===== config.mk =====
export PLATFORM = sky130hd
export DESIGN_NAME = alu_exec_flat
export DESIGN_NICKNAME = d
export VERILOG_FILES = /design/src/rtl/alu_exec_if.sv /design/src/rtl/alu_exec.sv /design/src/flat_wrapper.sv
export SDC_FILE = /design/constraint.sdc
export NUM_CORES = 1
export LEC_CHECK = 0
export BUFFER_PORTS_ARGS = -buffer_cell sky130_fd_sc_hd__clkbuf_2
export CORE_MARGIN = 1.5
export CORE_UTILIZATION = 46
export DETAILED_ROUTE_END_ITERATION = 12
export PLACE_DENSITY = 0.69
export SLEW_MARGIN = 20
export SYNTH_ARGS = -nofsm -noshare
export SYNTH_HDL_FRONTEND = slang
export SYNTH_SLANG_ARGS = --single-unit

===== constraint.sdc =====
create_clock -name clk -period 2.8 [get_ports clk]
set_input_delay 0.28 -clock clk [delete_from_list [all_inputs] [get_ports clk]]
set_output_delay 0.28 -clock clk [all_outputs]
set_load 0.02 [all_outputs]

===== src/rtl/alu_exec_if.sv =====
// Instruction handshake plus the operand/result bus to the combinational alu.
// slave = alu_exec side; master = issue logic together with the alu instance.
interface alu_exec_if;
    logic        instr_valid;
    logic [15:0] instr;
    logic        instr_ready;
    logic        done;
    logic        illegal;
    logic [15:0] alu_a;
    logic [15:0] alu_b;
    logic [2:0]  alu_op;
    logic [15:0] alu_out;
    logic [15:0] alu_r15;
    logic        alu_of;

    modport master (
        output instr_valid, instr, alu_out, alu_r15, alu_of,
        input  instr_ready, done, illegal, alu_a, alu_b, alu_op
    );

    modport slave (
        input  instr_valid, instr, alu_out, alu_r15, alu_of,
        output instr_ready, done, illegal, alu_a, alu_b, alu_op
    );
endinterface


===== src/rtl/alu_exec.sv =====
// Execute-stage controller: IDLE/READ/EXEC/WB around an external 16-bit alu.
// Optional macro ALU_EXEC_R0_ZERO_EN makes R0 a constant-zero register.
module alu_exec (
    input  logic             clk,
    input  logic             rst,
    alu_exec_if.slave        bus,
    input  logic             hw_en,
    input  logic [3:0]       hw_addr,
    input  logic [15:0]      hw_data,
    output logic             of_flag,
    input  logic [3:0]       dbg_addr,
    output logic [15:0]      dbg_data
);

`ifdef ALU_EXEC_R0_ZERO_EN
    localparam bit R0_ZERO = 1'b1;
`else
    localparam bit R0_ZERO = 1'b0;
`endif

    typedef enum logic [1:0] {IDLE, READ, EXEC, WB} state_t;

    state_t      state_reg, state_next;
    logic [15:0] instr_reg, instr_next;
    logic [15:0] alu_a_reg, alu_a_next;
    logic [15:0] alu_b_reg, alu_b_next;
    logic [2:0]  alu_op_reg, alu_op_next;
    logic [15:0] out_hold_reg, out_hold_next;
    logic [15:0] r15_hold_reg, r15_hold_next;
    logic        of_hold_reg, of_hold_next;
    logic        of_flag_reg, of_flag_next;
    logic        done_reg, done_next;
    logic        illegal_reg, illegal_next;

    logic [15:0]       rf [16];
    logic [15:0]       wr_en;
    logic [15:0][15:0] wr_data;

    logic [2:0] op;
    logic [3:0] rd, rs, rt;
    logic       unused_rsvd;
    logic       wb, hw_write;

    assign op          = instr_reg[14:12];
    assign rd          = instr_reg[11:8];
    assign rs          = instr_reg[7:4];
    assign rt          = instr_reg[3:0];
    // Bit 15 is reserved and carries no meaning.
    assign unused_rsvd = instr_reg[15];

    assign wb       = (state_reg == WB);
    assign hw_write = (state_reg == IDLE) && hw_en;

    always_ff @(posedge clk) begin
        if (rst) begin
            state_reg    <= IDLE;
            instr_reg    <= '0;
            alu_a_reg    <= '0;
            alu_b_reg    <= '0;
            alu_op_reg   <= '0;
            out_hold_reg <= '0;
            r15_hold_reg <= '0;
            of_hold_reg  <= 1'b0;
            of_flag_reg  <= 1'b0;
            done_reg     <= 1'b0;
            illegal_reg  <= 1'b0;
        end else begin
            state_reg    <= state_next;
            instr_reg    <= instr_next;
            alu_a_reg    <= alu_a_next;
            alu_b_reg    <= alu_b_next;
            alu_op_reg   <= alu_op_next;
            out_hold_reg <= out_hold_next;
            r15_hold_reg <= r15_hold_next;
            of_hold_reg  <= of_hold_next;
            of_flag_reg  <= of_flag_next;
            done_reg     <= done_next;
            illegal_reg  <= illegal_next;
        end
    end

    always_comb begin
        state_next    = state_reg;
        instr_next    = instr_reg;
        alu_a_next    = alu_a_reg;
        alu_b_next    = alu_b_reg;
        alu_op_next   = alu_op_reg;
        out_hold_next = out_hold_reg;
        r15_hold_next = r15_hold_reg;
        of_hold_next  = of_hold_reg;
        of_flag_next  = of_flag_reg;
        done_next     = 1'b0;
        illegal_next  = 1'b0;
        case (state_reg)
            IDLE: begin
                if (bus.instr_valid) begin
                    instr_next = bus.instr;
                    state_next = READ;
                end
            end
            READ: begin
                if (op == 3'b111) begin
                    done_next    = 1'b1;
                    illegal_next = 1'b1;
                    state_next   = IDLE;
                end else begin
                    alu_a_next  = rf[rs];
                    alu_b_next  = rf[rt];
                    alu_op_next = op;
                    state_next  = EXEC;
                end
            end
            EXEC: begin
                out_hold_next = bus.alu_out;
                r15_hold_next = bus.alu_r15;
                of_hold_next  = bus.alu_of;
                state_next    = WB;
            end
            WB: begin
                of_flag_next = of_hold_reg;
                done_next    = 1'b1;
                state_next   = IDLE;
            end
            default: state_next = IDLE;
        endcase
    end

    // Per-register write select: rd result beats the r15 side result, and the
    // host port can only win in IDLE, where WB never coincides.
    genvar gi;
    generate
        for (gi = 0; gi < 16; gi++) begin : g_wr
            if (R0_ZERO && gi == 0) begin : g_r0
                assign wr_en[gi]   = 1'b0;
                assign wr_data[gi] = '0;
            end else begin : g_rn
                logic rd_hit;
                assign rd_hit      = wb && (rd == 4'(gi));
                assign wr_en[gi]   = rd_hit || (wb && (gi == 15)) ||
                                     (hw_write && (hw_addr == 4'(gi)));
                assign wr_data[gi] = rd_hit ? out_hold_reg :
                                     (wb ? r15_hold_reg : hw_data);
            end
        end
    endgenerate

    always_ff @(posedge clk) begin
        if (rst) begin
            for (int i = 0; i < 16; i++) rf[i] <= '0;
        end else begin
            for (int i = 0; i < 16; i++) begin
                if (wr_en[i]) rf[i] <= wr_data[i];
            end
        end
    end

    assign dbg_data        = rf[dbg_addr];
    assign of_flag         = of_flag_reg;
    assign bus.instr_ready = (state_reg == IDLE);
    assign bus.done        = done_reg;
    assign bus.illegal     = illegal_reg;
    assign bus.alu_a       = alu_a_reg;
    assign bus.alu_b       = alu_b_reg;
    assign bus.alu_op      = alu_op_reg;

endmodule


===== src/flat_wrapper.sv =====
// flat-port wrapper written by rule: the top's interface ports become plain ports
module alu_exec_flat 
  (clk, rst, hw_en, hw_addr, hw_data, of_flag, dbg_addr, dbg_data, bus_instr_valid, bus_instr, bus_alu_out, bus_alu_r15, bus_alu_of, bus_instr_ready, bus_done, bus_illegal, bus_alu_a, bus_alu_b, bus_alu_op);
  alu_exec_if bus_i ();
  input  logic clk;
  input  logic rst;
  input  logic hw_en;
  input  logic [3:0] hw_addr;
  input  logic [15:0] hw_data;
  output logic of_flag;
  input  logic [3:0] dbg_addr;
  output logic [15:0] dbg_data;
  input wire logic [$bits(bus_i.instr_valid)-1:0] bus_instr_valid;
  input wire logic [$bits(bus_i.instr)-1:0] bus_instr;
  input wire logic [$bits(bus_i.alu_out)-1:0] bus_alu_out;
  input wire logic [$bits(bus_i.alu_r15)-1:0] bus_alu_r15;
  input wire logic [$bits(bus_i.alu_of)-1:0] bus_alu_of;
  output wire logic [$bits(bus_i.instr_ready)-1:0] bus_instr_ready;
  output wire logic [$bits(bus_i.done)-1:0] bus_done;
  output wire logic [$bits(bus_i.illegal)-1:0] bus_illegal;
  output wire logic [$bits(bus_i.alu_a)-1:0] bus_alu_a;
  output wire logic [$bits(bus_i.alu_b)-1:0] bus_alu_b;
  output wire logic [$bits(bus_i.alu_op)-1:0] bus_alu_op;
  assign bus_i.instr_valid = bus_instr_valid;
  assign bus_i.instr = bus_instr;
  assign bus_i.alu_out = bus_alu_out;
  assign bus_i.alu_r15 = bus_alu_r15;
  assign bus_i.alu_of = bus_alu_of;
  assign bus_instr_ready = bus_i.instr_ready;
  assign bus_done = bus_i.done;
  assign bus_illegal = bus_i.illegal;
  assign bus_alu_a = bus_i.alu_a;
  assign bus_alu_b = bus_i.alu_b;
  assign bus_alu_op = bus_i.alu_op;
  alu_exec u_core (.clk(clk), .rst(rst), .bus(bus_i), .hw_en(hw_en), .hw_addr(hw_addr), .hw_data(hw_data), .of_flag(of_flag), .dbg_addr(dbg_addr), .dbg_data(dbg_data));
endmodule

# Word-level counts from Yosys, hierarchy flattened
# Memory sizes are Yosys's and may differ from the RTL's. A register that Yosys moved wholly into a read port is not among the register bits.
# Index checks and enable logic that the tools add are counted.
[classes]
n_eq_ne = 35
n_mux = 88
bitwise = 18
n_reduce_logical = 56
[ops]
columns = ["operator", "count"]
rows = [
  ["16-bit two-way mux", 33],
  ["4-bit equality test (second input constant)", 16],
  ["1-bit two-way mux", 51],
  ["1-bit logical AND", 33],
  ["4-bit by 3-bit equality test with 1-bit output (second input constant)", 8],
  ["1-bit logical OR", 17],
  ["4-bit by 2-bit equality test with 1-bit output (second input constant)", 4],
  ["1-bit bitwise OR", 16],
  ["4-bit by 1-bit equality test with 1-bit output (second input constant)", 2],
  ["4-bit logical NOT", 2],
  ["2-bit one-hot mux with 4 select lines", 1],
  ["2-bit equality test (second input constant)", 2],
  ["2-bit two-way mux", 2],
  ["2-bit AND reduction", 2],
  ["3-bit equality test (second input constant)", 1],
  ["2-bit by 1-bit equality test with 1-bit output (second input constant)", 1],
  ["2-bit logical NOT", 1],
  ["2-bit inequality test (second input constant)", 1],
  ["1-bit NOT", 2],
  ["1-bit one-hot mux with 2 select lines", 1],
  ["2-bit OR reduction", 1],
]
[totals]
regBits = 56
ramBits = 256
out_inout_bits = 55
elab_cells = 207
n_memories = 1
[memory_table]
columns = ["memory", "words", "width", "rd", "rd_ports_with_merged_regs", "write_ports", "line_no", "rtl"]
rows = [
  ["u_core.rf", 16, 16, 3, 2, 16, "alu_exec.sv:35", "logic [15:0] rf [16];"],
]

# Depth between registers and ports, before layout
[depth]
ltp_word = 8
ltp_mapped = 7

# Worst setup path after synthesis
# No wires, ideal clock.
[synth_path]
path_kind = "input port to output port"
from = "input port dbg_addr[0]"
to = "output port dbg_data[0]"
t_arrival_ns = 2.035
required_time_ns = 2.520
slack_ns = 0.485
path_stages = 4
path_buffers = 2
path_cell_list = "clkbuf_1 > buf_2 > mux4_2 > mux4_2"
[synth_via]
elab_chain_len = 1
[synth_lines]
columns = ["element", "line_no", "rtl"]
rows = [
  ["from (decl)", "flat_wrapper.sv:11", "input logic [3:0] dbg_addr;"],
  ["memory read 16 x 16 bit", "--", ""],
  ["to (decl)", "flat_wrapper.sv:12", "output logic [15:0] dbg_data;"],
]
# Every way passes these cells.

==> impl_metrics.csv <==
group,metric,value,unit
status,status,"completed",
route,drc,0,
timing,timing.setup.tns,0,ns
logic_synthesis,synth_nets,1907,
timing,rsz0062_at_grt,"false",
setup_path,critPathLaunchType,"flip-flop",
floorplanning,die-height,220,microns
run,max-cap-violations,0,
final_layout,layout.cells.non_filler,2571,
floorplanning,pin_count,132,
route,first_pass_iters,6,
place,portBuffers,130,
route,drtIter0Drc,3498,
clock_tree,cts_tree,"yes",
setup_path,worst-endpoint-arrival,2.35,ns
final_layout,largest_reg_flops,256,
place,pre_cts_slack,0.227,ns
route,vias,19400,
route,avgViaCountPerCell,7.54,
logic_synthesis,yosysUniqueCellTypes,42,
place,dp_hpwl,56.5,mm
timing,tightestPinTransition,1.16,ns
floorplanning,start_util,0.467,
logic_synthesis,ys_top_cells_by_area,"edfxtp_1 35%, mux4_2 22%, dfxtp_1 8.1%, nor3_1 4.5%, a2111oi_0 3.8%",
timing,maxSlewViolCount,0,
timing,finalCriticalPeriod,2.63,ns
setup_path,cp.required,2.52,ns
timing,setup_viol,0,
clock_tree,clk_pin_slew,0.06,ns
logic_synthesis,async_flop_share,0,
logic_synthesis,netlist_area,21700,sq um
power_and_ir_drop,cell_internal_pwr,10.0,mW
timing,relSlewSlack,0.224,
floorplanning,die_x,220,microns
clock_tree,root_buffer,"clkbuf_16",
power_and_ir_drop,leakage,8.13,nW
power_and_ir_drop,finalPower,13.9,mW
route,routed_wl,83.8,mm
logic_synthesis,yosys_register_bits,344,
grt,antenna_found_initial,2,
grt,grt_pass1_vias,18200,
final_layout,syn2layout_area_growth,16.8,%
setup_path,crit_type,"flip-flop to primary output",
setup_path,crit_path_end_kind,"primary output",
place,place_inst,2444,
logic_synthesis,synthCells,1830,
logic_synthesis,synth_area_per_cell,11.9,sq um
clock_tree,h-tree-depth,2,
grt,overflow,0,
clock_tree,clockBufferDepth,3,
power_and_ir_drop,p_switching,3.92,mW
logic_synthesis,synth_largest_area_cell,"edfxtp_1",
timing,hold_violations,0,
timing,fmax,381,MHz
route,ant_nets,0,
setup_path,cp_max_fo,3,
final_layout,nNetsFinal,2009,
power_and_ir_drop,combPwrFrac,0.169,
grt,grt_use_total,0.345,
timing,setup_ws,0.172,ns
power_and_ir_drop,power_density,549,nW/um^2
worst_hold_path,hp-class,"input port to flip-flop",
power_and_ir_drop,clkPwrFrac,0.390,
power_and_ir_drop,p_seq_frac,0.441,
clock_tree,cts.sinks,344,
timing,clock_skew,0.0293,ns
grt,grt_pass1_wl,122,mm
grt,grt_max_degree,155,
logic_synthesis,synth_top_area_frac,0.354,
logic_synthesis,yosys_most_used_dff,"edfxtp_1",
floorplanning,die_area,48500,sq um
clock_tree,insertion_delay,0.58,ns
logic_synthesis,ys_warn_count,0,
power_and_ir_drop,p_sw_frac,0.281,
logic_synthesis,synth_enable_flop_cells,256,
floorplanning,rows,79,
timing,fin_crit_sh,0.939,
power_and_ir_drop,ir_worst_vdd,554,uV
place,place.gp.congestion,0.956,
final_layout,drive_gt1_frac,0.293,
floorplanning,core,46600,sq um
timing,whs,0.411,ns
clock_tree,cts-buffers-inserted,39,
logic_synthesis,seq_area_frac_synth,0.435,
route,wl_per_cell,32.6,microns
final_layout,top_register,"u_core.rf",
-- power groups by stage --
stage	Combinational, mW	Sequential, mW	Clock (mW)
global route	2.44	6.15	5.62
CTS	2.29	6.11	5.43
detailed placement	2.22	6.22	0
finish	2.36	6.14	5.43
global placement	2.19	6.18	0
floorplan	1.47	6.02	0
-- Yosys cell counts, drive strengths merged, types with 23 or more instances --
master   number
mux2i        65
mux4        208
clkbuf      205
nand3        82
edfxtp      256
a211oi       96
buf          75
o22ai        64
dfxtp        88
o221ai       32
a2111oi      96
nor3        194
nor2         23
o211ai       32
nand2       119
a21oi        52
a221oi       64
-- critical path: stages (launching register included) --
cell and delay (ns):
edfxtp_1 0.45, mux4_2 0.55, mux4_2 0.58, clkbuf_2 0.20
-- final cells by class --
cell class	instances	area, sq um
fill	3850	21200
multi-input combinational	1205	11200
sequential	344	9470
timing repair buffer	341	2630
clock buffer	56	1110
tap	607	759
clock inverter	16	223
inverter	1	3.75
antenna	1	2.50
-- metal layers --
metal	wire length [microns]	global-route usage	vias to the layer above
li1	-	-	7857
met1	28400	0.444	9348
met2	36800	0.517	1890
met3	14100	0.128	301
met4	4490	0.167	0
met5	0	0	-
-- cell families after synthesis --
kind of cell,synth area share
buffers and inverters,0.0515
DFF,0.435
AOI/OAI and AO/OA,0.163
and+or+nand+nor,0.105
muxes,0.246
-- final timing paths --
check	cells after the start	endpoint	from	slack [ns]
min	4	u_core.rf[0][10]	hw_addr[0]	0.41
min reg2reg	2	u_core.r15_hold_reg[4]	u_core.r15_hold_reg[4]	0.45
max	3	dbg_data[1]	u_core.rf[2][1]	0.17
max reg2reg	5	u_core.rf[5][10]	flip-flop	0.20
-- stage by stage --
stage	instance area [sq um]	util
after detailed placement	23500	0.505
after global placement	23500	0.505
after global routing	25400	0.545
after floorplan	21700	-
after CTS	25400	0.545
final	25400	0.545
-- repair_timing --
item	4_1_cts	5_1_grt
hold buffers	54	0
setup buffers	0	0
resized for setup	0	1
endpoints found under the hold margin	49	0
setup endpoints to repair	0	4
-- placed cells by master (no fill, tap or decap), types with 54 or more instances in the layout --
cell type,Yosys,layout
a211oi_1,96,96
a221oi_1,64,64
nand3_1,78,78
nor3_1,194,194
dfxtp_1,88,82
mux4_2,208,208
dlygate4sd3_1,0,54
clkbuf_2,0,127
nand2_1,119,118
edfxtp_1,256,256
buf_4,1,138
mux2i_1,65,65
a2111oi_0,95,95
o22ai_1,64,64
Note: power is estimated with default switching activity, not from simulation.
